$ cat src/rtl/layer_pkg.sv
// Types and widths shared by the layer sequencer and the layer-count stage it drives.
package layer_pkg;

  localparam int CH    = 8;
  localparam int CNT_W = 16;

  typedef enum logic [1:0] {IDLE, LOAD, RUN, DONE} state_e;

  typedef struct packed {
    logic [CH-1:0]    cfg;
    logic [CNT_W-1:0] cnt;
    logic             base;
  } layer_entry_t;

endpackage

$ cat src/rtl/layer_sequencer_if.sv
// Sequencer <-> layer-count stage link: entry outputs forward, end pulse back.
interface layer_sequencer_if;
  import layer_pkg::*;

  logic [CH-1:0]    layerCfg;
  logic [CNT_W-1:0] layerCnt;
  logic             BaseLayer;
  logic             layerEnd;

  modport master (output layerCfg, layerCnt, BaseLayer, input layerEnd);
  modport slave  (input layerCfg, layerCnt, BaseLayer, output layerEnd);

endinterface

$ cat src/rtl/layer_table.sv
// Layer entry register array: one write port, registered read of the addressed entry.
module layer_table
  import layer_pkg::*;
#(
  parameter int DEPTH = 16,
  parameter int AW    = 4
) (
  input  logic         clk_i,
  input  logic         rst_i,
  input  logic         we_i,
  input  logic [AW-1:0] waddr_i,
  input  layer_entry_t wdata_i,
  input  logic [AW-1:0] raddr_i,
  output layer_entry_t rdata_o
);

  layer_entry_t mem_q [DEPTH];
  layer_entry_t rdata_q;

  always_ff @(posedge clk_i or posedge rst_i) begin
    if (rst_i) begin
      for (int i = 0; i < DEPTH; i++) mem_q[i] <= '0;
      rdata_q <= '0;
    end else begin
      if (we_i) mem_q[waddr_i] <= wdata_i;
      rdata_q <= mem_q[raddr_i];
    end
  end

  assign rdata_o = rdata_q;

endmodule

$ cat src/rtl/layer_sequencer.sv
// Steps through the layer table, one LOAD gap per entry change, looping the
// sequence seqRepeat times (0 = forever) and pulsing done on completion.
module layer_sequencer
  import layer_pkg::*;
#(
  parameter int DEPTH = 16,
  parameter int AW    = 4
) (
  input  logic             io_clk,
  input  logic             io_rst,
  input  logic             io_start,
  input  logic             io_abort,
  input  logic [AW:0]      io_seqLen,
  input  logic [CNT_W-1:0] io_seqRepeat,
  input  logic             io_wrEn,
  input  logic [AW-1:0]    io_wrAddr,
  input  logic [CH-1:0]    io_wrCfg,
  input  logic [CNT_W-1:0] io_wrCnt,
  input  logic             io_wrBase,
  layer_sequencer_if.master io_layer,
  output logic [AW-1:0]    io_layerIdx,
  output logic [CNT_W-1:0] io_passCnt,
  output logic             io_busy,
  output logic             io_done,
  output logic             io_cfgErr
);

  localparam logic [AW:0]      LEN_ONE  = {{AW{1'b0}}, 1'b1};
  localparam logic [AW-1:0]    IDX_ONE  = {{(AW-1){1'b0}}, 1'b1};
  localparam logic [CNT_W-1:0] PASS_ONE = {{(CNT_W-1){1'b0}}, 1'b1};
  localparam logic [AW:0]      LEN_MAX  = (AW+1)'(DEPTH);

  state_e           state_q;
  logic [AW:0]      len_q;
  logic [CNT_W-1:0] rep_q, pass_q;
  logic [AW-1:0]    idx_q, idx_d;
  logic             busy_q, done_q, err_q;
  layer_entry_t     out_q, rd_entry, wr_entry;
  logic             last_entry, len_ok, more_passes, advance;

  assign last_entry  = ({1'b0, idx_q} == (len_q - LEN_ONE));
  assign len_ok      = (io_seqLen != '0) && (io_seqLen <= LEN_MAX);
  assign more_passes = (rep_q == '0) || (pass_q < (rep_q - PASS_ONE));
  assign advance     = (state_q == RUN) && io_layer.layerEnd && !io_abort;

  // The table read is registered, so it is addressed with the next index to
  // have the entry ready by the end of the LOAD cycle.
  assign idx_d = advance ? (last_entry ? '0 : idx_q + IDX_ONE) : idx_q;

  assign wr_entry.cfg  = io_wrCfg;
  assign wr_entry.cnt  = io_wrCnt;
  assign wr_entry.base = io_wrBase;

  layer_table #(.DEPTH(DEPTH), .AW(AW)) u_table (
    .clk_i   (io_clk),
    .rst_i   (io_rst),
    .we_i    (io_wrEn && (state_q == IDLE)),
    .waddr_i (io_wrAddr),
    .wdata_i (wr_entry),
    .raddr_i (idx_d),
    .rdata_o (rd_entry)
  );

  always_ff @(posedge io_clk or posedge io_rst) begin
    if (io_rst) begin
      state_q <= IDLE;
      len_q   <= '0;
      rep_q   <= '0;
      pass_q  <= '0;
      idx_q   <= '0;
      out_q   <= '0;
      busy_q  <= 1'b0;
      done_q  <= 1'b0;
      err_q   <= 1'b0;
    end else begin
      done_q <= 1'b0;
      err_q  <= (state_q != IDLE) && (io_wrEn || (io_start && !io_abort));
      if (io_abort && (state_q != IDLE)) begin
        state_q <= IDLE;
        out_q   <= '0;
        idx_q   <= '0;
        pass_q  <= '0;
        busy_q  <= 1'b0;
      end else begin
        case (state_q)
          IDLE: begin
            if (io_start && !io_abort) begin
              if (len_ok) begin
                state_q <= LOAD;
                len_q   <= io_seqLen;
                rep_q   <= io_seqRepeat;
                idx_q   <= '0;
                pass_q  <= '0;
                busy_q  <= 1'b1;
              end else begin
                err_q <= 1'b1;
              end
            end
          end
          LOAD: begin
            state_q <= RUN;
            out_q   <= rd_entry;
          end
          RUN: begin
            if (io_layer.layerEnd) begin
              out_q.cfg <= '0;
              if (!last_entry) begin
                idx_q   <= idx_d;
                state_q <= LOAD;
              end else if (more_passes) begin
                idx_q   <= '0;
                pass_q  <= (pass_q != '1) ? pass_q + PASS_ONE : pass_q;
                state_q <= LOAD;
              end else begin
                pass_q  <= pass_q + PASS_ONE;
                idx_q   <= '0;
                out_q   <= '0;
                busy_q  <= 1'b0;
                done_q  <= 1'b1;
                state_q <= DONE;
              end
            end
          end
          default: state_q <= IDLE;
        endcase
      end
    end
  end

  assign io_layer.layerCfg  = out_q.cfg;
  assign io_layer.layerCnt  = out_q.cnt;
  assign io_layer.BaseLayer = out_q.base;
  assign io_layerIdx = idx_q;
  assign io_passCnt  = pass_q;
  assign io_busy     = busy_q;
  assign io_done     = done_q;
  assign io_cfgErr   = err_q;

endmodule

$ cat src/flat_wrapper.sv
// flat-port wrapper written by rule: the top's interface ports become plain ports
module layer_sequencer_flat import layer_pkg::*;
#(
  parameter int DEPTH = 16,
  parameter int AW    = 4
)
  (io_clk, io_rst, io_start, io_abort, io_seqLen, io_seqRepeat, io_wrEn, io_wrAddr, io_wrCfg, io_wrCnt, io_wrBase, io_layerIdx, io_passCnt, io_busy, io_done, io_cfgErr, io_layer_layerCfg, io_layer_layerCnt, io_layer_BaseLayer, io_layer_layerEnd);
  layer_sequencer_if io_layer_i ();
  input  logic io_clk;
  input  logic io_rst;
  input  logic io_start;
  input  logic io_abort;
  input  logic [AW:0] io_seqLen;
  input  logic [CNT_W-1:0] io_seqRepeat;
  input  logic io_wrEn;
  input  logic [AW-1:0] io_wrAddr;
  input  logic [CH-1:0] io_wrCfg;
  input  logic [CNT_W-1:0] io_wrCnt;
  input  logic io_wrBase;
  output logic [AW-1:0] io_layerIdx;
  output logic [CNT_W-1:0] io_passCnt;
  output logic io_busy;
  output logic io_done;
  output logic io_cfgErr;
  output wire logic [$bits(io_layer_i.layerCfg)-1:0] io_layer_layerCfg;
  output wire logic [$bits(io_layer_i.layerCnt)-1:0] io_layer_layerCnt;
  output wire logic [$bits(io_layer_i.BaseLayer)-1:0] io_layer_BaseLayer;
  input wire logic [$bits(io_layer_i.layerEnd)-1:0] io_layer_layerEnd;
  assign io_layer_layerCfg = io_layer_i.layerCfg;
  assign io_layer_layerCnt = io_layer_i.layerCnt;
  assign io_layer_BaseLayer = io_layer_i.BaseLayer;
  assign io_layer_i.layerEnd = io_layer_layerEnd;
  layer_sequencer #(.DEPTH(DEPTH), .AW(AW)) u_core (.io_clk(io_clk), .io_rst(io_rst), .io_start(io_start), .io_abort(io_abort), .io_seqLen(io_seqLen), .io_seqRepeat(io_seqRepeat), .io_wrEn(io_wrEn), .io_wrAddr(io_wrAddr), .io_wrCfg(io_wrCfg), .io_wrCnt(io_wrCnt), .io_wrBase(io_wrBase), .io_layer(io_layer_i), .io_layerIdx(io_layerIdx), .io_passCnt(io_passCnt), .io_busy(io_busy), .io_done(io_done), .io_cfgErr(io_cfgErr));
endmodule
$ cat config.mk
export PLATFORM = sky130hd
export DESIGN_NAME = layer_sequencer_flat
export DESIGN_NICKNAME = d
export VERILOG_FILES = /design/src/rtl/layer_pkg.sv /design/src/rtl/layer_sequencer_if.sv /design/src/rtl/layer_table.sv /design/src/rtl/layer_sequencer.sv /design/src/flat_wrapper.sv
export SDC_FILE = /design/constraint.sdc
export NUM_CORES = 1
export LEC_CHECK = 0
export ABC_AREA = 1
export BUFFER_PORTS_ARGS = -buffer_cell sky130_fd_sc_hd__buf_4
export CAP_MARGIN = 40
export CORE_MARGIN = 2
export CORE_UTILIZATION = 45
export CTS_CLUSTER_SIZE = 20
export DETAILED_ROUTE_END_ITERATION = 6
export SYNTH_ARGS = -nofsm -noshare
export SYNTH_HDL_FRONTEND = slang
export SYNTH_SLANG_ARGS = --single-unit
$ cat constraint.sdc
create_clock -name io_clk -period 29.5 [get_ports io_clk]
set_input_delay 7.375 -clock io_clk [delete_from_list [all_inputs] [get_ports io_clk]]
set_output_delay 7.375 -clock io_clk [all_outputs]
set_load 0.005 [all_outputs]
==> flow_metrics.py, run 1 <==
metrics = {
    "clock_tree": {
        "cts.sinks": 496,
        "clkLatencyLatePin_ns": 0.62,
        "clk_transition_reported_paths_ns": 0.06,
        "clock_tree.root_cell": "clkbuf_16",
        "cts_setup_buffers": 0,
        "cts-htree-levels": 2,
        "cts.repair.resized": 0,
        "tritoncts": "done",
        "postCtsHoldBufs": 0,
        "num_cts_buffers": 54,
        "clock_path_buffers": 3,
    },
    "drt": {
        "ant_nets": 0,
        "drt_iter0_drc": 1871,
        "avgRoutedWirePerCell_um": 18.5,
        "drc": 0,
        "num_vias": 20632,
        "routed_via_density": 5.40,
        "firstDrtPassIters": 5,
        "postRouteWirelength_um": 70700,
    },
    "synth": {
        "yosys_register_bits": 496,
        "most_frequently_used_cell_type_in_the_post_synthesis_netlist": "nand2_1",
        "postSynth.asyncResetShare": 1.00,
        "postSynthAreaPerCell_um2": 7.79,
        "synthFlopType": "dfrtp_1",
        "ys_top_cells_by_area": "dfrtp_1 51%, nand2_1 14%, nand3_1 10%",
        "post_synth_most_frequent_cells": "900 x nand2_1, 496 x dfrtp_1, 496 x nand3_1, 431 x o21ai_0, 328 x inv_1",
        "synth_top_cell_area_share": 0.514,
        "mappedNetlistNets": 3178,
        "synth-warning-count": 0,
        "synth_cells": 3102,
        "synth_cell_type_count": 29,
        "synthesis.area_um2": 24200,
        "synth-edff-count": 0,
        "post-synth-top-area-cell": "dfrtp_1",
        "synth.yosys.seq_area_share": 0.514,
    },
    "pwr": {
        "standby_leakage_power_uw": 0.0138,
        "power_uw": 2570,
        "pwr_density_cell_nw_per_um2": 93.9,
        "peak_supply_drop_uv": 45.8,
    },
    "outcome": {
        "status": "completed",
    },
    "grt": {
        "grt_most_used_layer": "met2",
        "grt_util_met2": 0.416,
        "grt_max_degree": 206,
        "first_global_vias": 19961,
        "grt_antenna_before_repair": 3,
        "grt.met1_usage": 0.368,
        "globalRoute.totalOverflow": 0,
        "grtUsageMet3": 0.0325,
        "grt_pass1_wl_um": 114000,
        "grtUsageTotal": 0.258,
    },
    "floorplan": {
        "placement_row_count": 84,
        "floorplan.die_area_um2": 55600,
        "initial_utilization": 0.457,
        "design.core.area_um2": 52900,
        "num_io_pins": 104,
        "floorplan.die.width_um": 236,
        "fp.dieH_um": 236,
    },
    "timing": {
        "grt_setup_unrepaired": "no",
        "tns_ns": 0,
        "final_period_minus_worst_setup_slack_ns": 10.51,
        "finalSetupViolations": 0,
        "slew_headroom": 0.149,
        "timing.fmax_mhz": 95.2,
        "final_max_slew_viol_count": 0,
        "finalHoldViolations": 0,
        "worst-slew-pin-transition_ns": 1.28,
        "fin_skew_ns": 0.0193,
        "final_period_utilization": 0.356,
    },
    "critical_path": {
        "crit_required_ns": 30.00,
        "crit_path_start_kind": "input port",
        "worst_setup_path_end_kind": "flip-flop",
        "timing_worst_setup_path_type": "input port to flip-flop",
        "cp_data_arrival_time_ns": 11.01,
        "critPathMaxFanout": 88,
    },
    "flow_run": {
        "max_cap_violations": 0,
    },
    "finish": {
        "final_net_count": 3163,
        "layout-drive-gt1-share": 0.0885,
        "layout-area-overhead-vs-synth_pct": 13.5,
    },
    "min_path": {
        "hold_class": "flip-flop to flip-flop",
    },
    "placement": {
        "gpl.final_weighted_congestion": 0.828,
        "post-dp-hpwl_um": 40400,
        "place.port_buffers": 103,
    },
}
cell families after synthesis:
logic type                 synth area share
muxes                               0.00606
DFF                                   0.514
AOI/OAI and AO/OA                    0.0926
xor gates and xnor gates             0.0105
buffers and inverters                0.0887
and+or+nand+nor                       0.278
adders and majority gates            0.0104
layout make-up:
cell class | instances | area (µm²)
Sequential cell | 496 | 12400
Clock buffer | 80 | 1600
Timing Repair Buffer | 147 | 1300
Inverter | 335 | 1270
Tap cell | 688 | 861
Fill cell | 5068 | 25400
Multi-Input combinational cell | 2053 | 9660
Clock inverter | 20 | 305
Antenna cell | 1 | 2.50
critical path, cell delays in order:
cell     delay, ns
buf_4         0.08
inv_1         0.06
nor3_4        0.37
xor2_1        0.38
inv_6         0.21
nand2_4       0.30
buf_4         0.50
buf_12        0.30
buf_4         0.76
nand2_1       0.14
nand3_1       0.12
nand3_1       0.10
nand3_1       0.11
nand2_1       0.07
cells in the final DEF (no fill, tap or decap), types with 13 or more instances in the layout:
cell and n:
nor2_1 51, clkbuf_1 14, xor2_1 21, inv_1 326, nand3b_1 50, buf_4 134, nand2_1 889, mux2_2 13
nand3_1 494, o21ai_0 431, ha_1 20, nand2_2 13, dfrtp_1 496, clkbuf_16 57, nor3_1 22
per-layer routing:
| layer | wire (µm) | share of wire | vias up |
|---|---|---|---|
| met5 | 13 | 0.00018 | - |
| met4 | 1460 | 0.021 | 2 |
| met3 | 3820 | 0.054 | 91 |
| met2 | 32700 | 0.46 | 616 |
| met1 | 32800 | 0.46 | 10016 |
| li1 | - | - | 9907 |
registers in the layout, indices dropped and copies added, names as in the netlist:
name                       flops
u_core.io_layer.BaseLayer      1
u_core.rep_q                  16
u_core.io_layer.layerCnt      16
u_core.u_table.rdata_o        25
u_core.io_cfgErr               1
u_core.io_layerIdx             4
u_core.io_passCnt             16
u_core.u_table.mem_q         400
u_core.len_q                   5
u_core.state_q                 2
u_core.io_busy                 1
u_core.io_done                 1
u_core.io_layer.layerCfg       8
metrics by stage:
step	area (µm²)	instances	hold slack [ns]	setup WS, ns	util
2_1_floorplan	24200	3102	0.444	8.28	-
3_3_place_gp	25200	3706	0.456	18.17	0.477
3_5_place_dp	25500	3719	0.464	18.43	0.482
4_1_cts	27400	3819	0.479	19.06	0.519
5_1_grt	27400	3820	0.496	18.71	0.519
6_report	27400	3820	0.473	18.99	0.519
where the power goes:
part	internal, µW	switching (µW)	leakage, µW
clock network	444	287	0.000936
logic	284	399	0.00650
registers	976	183	0.00637
worst paths after layout:
kind	startpoint	endpoint	slack, ns	cells after the start
max reg2reg	u_core.len_q[0]	u_core.u_table.rdata_o[9]	25.10	19
min reg2reg	u_core.io_busy	u_core.io_busy	0.47	2
min in group asynchronous	io_rst	u_core.rep_q[2]	6.69	2
max in group asynchronous	io_rst	u_core.u_table.mem_q[200]	20.22	6
min	u_core.io_busy	u_core.io_busy	0.47	2
max	io_layer_layerEnd	u_core.u_table.rdata_o[9]	18.99	14
No activity file was read; power rests on OpenSTA's default activity.
==> run 2: changes to the inputs <==
Clock period 29.5 ns to 10.5 ns, I/O delays scaled along.
==> run 2 against run 1 <==
Non-clock buffer count fell by 4. Count of clock-buffer cells in the layout rose by 4. Via count barely moved. Clock skew grew 0.0038 ns. Final cell count shrank 0.29%. First-iteration DRC count decreased by 4.0%. Setup slack worse by 14 ns. Global-route usage grew 0.37 points. Combinational power grew to 2.8 times the previous value. Critical path type unchanged. Critical endpoint is now u_core.u_table.rdata_o[13].
==> flow_metrics.py, run 2 (synthesis results as in run 1) <==
metrics = {
    "critical_path": {
        "r2r_start": "u_core.len_q[0]",
        "critPathMaxStageDelay_ns": 0.68,
        "crit_required_ns": 10.98,
        "worst_setup_path_end_kind": "flip-flop",
        "stages_on_worst_setup_path": 13,
        "timing.critical_path.slowest_stage_cell": "buf_12",
        "cells_on_worst_reg2reg_path": 18,
        "timing_worst_setup_path_type": "input port to flip-flop",
        "crit_path_start_kind": "input port",
        "setup.reg_to_reg.worst_slack_ns": 6.30,
        "setup.worst_path.start": "io_layer_layerEnd",
        "critPathMostFrequentCell": "nand2_1",
        "critPathMaxFanout": 204,
        "crit_chain": "buf_4 -> inv_1 -> nor3_4 -> nand3_4 -> buf_12 -> nand2_4 -> buf_12 -> nand2_1 -> nand2_1 -> nand2_1 -> nand3_1 -> nand3_1 -> nand2_1",
        "endpoint_of_the_most_critical_setup_path": "u_core.u_table.rdata_o[13]",
        "cell_type_group_with_the_largest_total_delay_on_the_critical_path": "simple AND/OR/NAND/NOR gates",
        "crit_buf_inv": 4,
        "cp_data_arrival_time_ns": 5.88,
        "worst_flop_to_flop_path_endpoint": "u_core.u_table.rdata_o[13]",
    },
    "finish": {
        "final_cell_area_um2": 27100,
        "final_net_count": 3159,
        "commonest_non_fill_non_tap_cell_in_the_layout": "nand2_1",
        "most-common-layout-cells": "889 x nand2_1, 496 x dfrtp_1, 494 x nand3_1",
        "regMostFlops": "u_core.u_table.mem_q",
        "layout-area-overhead-vs-synth_pct": 12.1,
        "post_layout_nonfiller_instances": 3809,
        "largest_register_ff_count": 400,
        "layout-drive-gt1-share": 0.0853,
        "fill_cell_total_of_the_finished_layout": 5186,
    },
    "clock_tree": {
        "clkLatencyLatePin_ns": 0.61,
        "cts-htree-levels": 2,
        "clock_path_buffers": 3,
        "cts_setup_buffers": 0,
        "tritoncts": "done",
        "clock_tree.root_cell": "clkbuf_16",
        "clk_transition_reported_paths_ns": 0.06,
        "num_cts_buffers": 54,
        "cts.sinks": 496,
        "cts.repair.resized": 0,
        "postCtsHoldBufs": 0,
    },
    "grt": {
        "grt_pass1_wl_um": 115000,
        "grt_max_degree": 205,
        "first_global_vias": 20205,
        "grt_antenna_before_repair": 2,
        "grtUsageTotal": 0.262,
        "globalRoute.totalOverflow": 0,
    },
    "drt": {
        "ant_nets": 0,
        "firstDrtPassIters": 5,
        "num_vias": 20619,
        "avgRoutedWirePerCell_um": 18.7,
        "drt_iter0_drc": 1796,
        "drc": 0,
        "postRouteWirelength_um": 71400,
        "routed_via_density": 5.41,
    },
    "floorplan": {
        "placement_row_count": 84,
        "initial_utilization": 0.457,
        "floorplan.die_area_um2": 55600,
        "fp.dieH_um": 236,
        "num_io_pins": 104,
        "design.core.area_um2": 52900,
        "floorplan.die.width_um": 236,
    },
    "timing": {
        "worst-slew-pin-transition_ns": 1.05,
        "grt_setup_unrepaired": "no",
        "tns_ns": 0,
        "slew_headroom": 0.302,
        "finalHoldViolations": 0,
        "final_max_slew_viol_count": 0,
        "timing.fmax_mhz": 185,
        "finalSetupViolations": 0,
        "fin_skew_ns": 0.0232,
        "final_period_utilization": 0.514,
        "final_period_minus_worst_setup_slack_ns": 5.40,
    },
    "flow_run": {
        "max_cap_violations": 0,
    },
    "placement": {
        "gpl.final_weighted_congestion": 0.805,
        "post-dp-hpwl_um": 39700,
        "placed_standard_cell_area_um2": 25400,
        "place.port_buffers": 103,
        "post-place-cells": 3715,
    },
    "pwr": {
        "seqPwrFrac": 0.465,
        "power.clock.fraction": 0.262,
        "internal_power_uw": 4600,
        "switchingPower_uw": 2410,
        "pwr_density_cell_nw_per_um2": 259,
        "peak_supply_drop_uv": 176,
        "p_sw_frac": 0.344,
        "comb_power_share": 0.273,
        "standby_leakage_power_uw": 0.0137,
    },
    "min_path": {
        "hold_class": "flip-flop to flip-flop",
        "timing.hold.worst_path_depth": 2,
    },
    "outcome": {
        "status": "completed",
    },
}
[run 2: worst min path at each step]
stage / endpoint / slack, ns / start
final: u_core.io_busy / 0.47 / u_core.io_busy
after global routing: u_core.io_busy / 0.49 / u_core.io_busy
after CTS: u_core.io_busy / 0.48 / u_core.io_busy
after detailed placement: u_core.io_busy / 0.46 / u_core.io_busy
after global placement: u_core.io_busy / 0.46 / u_core.io_busy
after floorplan: u_core.u_table.mem_q[150] / 0.44 / u_core.u_table.mem_q[150]
[run 2: cell type report]
type / count / area [µm²] / share of cell area
multi-input combinational: 2053 / 9660 / 0.357
tap: 688 / 861 / 0.0318
inverter: 335 / 1270 / 0.0468
clock buffer: 84 / 1640 / 0.0604
clock inverter: 9 / 48.8 / 0.00180
antenna: 1 / 2.50 / 0.0000924
timing repair buffer: 143 / 1190 / 0.0440
sequential: 496 / 12400 / 0.458
[run 2: metal layers]
metal  part of all wire  vias to the layer above  global-route usage
li1                   -                     9901                   -
met1               0.45                     9987               0.363
met2               0.46                      632               0.422
met3              0.072                       99              0.0467
met4              0.025                        0              0.0749
met5                  0                        -                   0
[run 2: worst reg2reg max path, delay by kind of cell, from the launching register on]
| family | cells | cell delay [ns] |
|---|---|---|
| buf+inv | 4 | 1.24 |
| fa+ha+maj | 1 | 0.24 |
| flops | 1 | 0.44 |
| simple gates | 13 | 2.17 |
[run 2: metrics by stage]
stage           util  worst slack, ns  hold WS [ns]  total power, µW
2_1_floorplan      -             1.15         0.444             4610
3_3_place_gp   0.478             4.80         0.457             5110
3_5_place_dp   0.480             4.75         0.461             5200
4_1_cts        0.512             5.36         0.476             7050
5_1_grt        0.512             5.05         0.493             7580
6_report       0.512             5.10         0.474             7010
[run 2: power groups by stage]
stage               registers, µW  clock network, µW  logic [µW]
global route                 3360               1950        2280
global placement             3250                  0        1860
CTS                          3250               1870        1930
finish                       3260               1840        1910
floorplan                    3110                  0        1500
detailed placement           3270                  0        1920
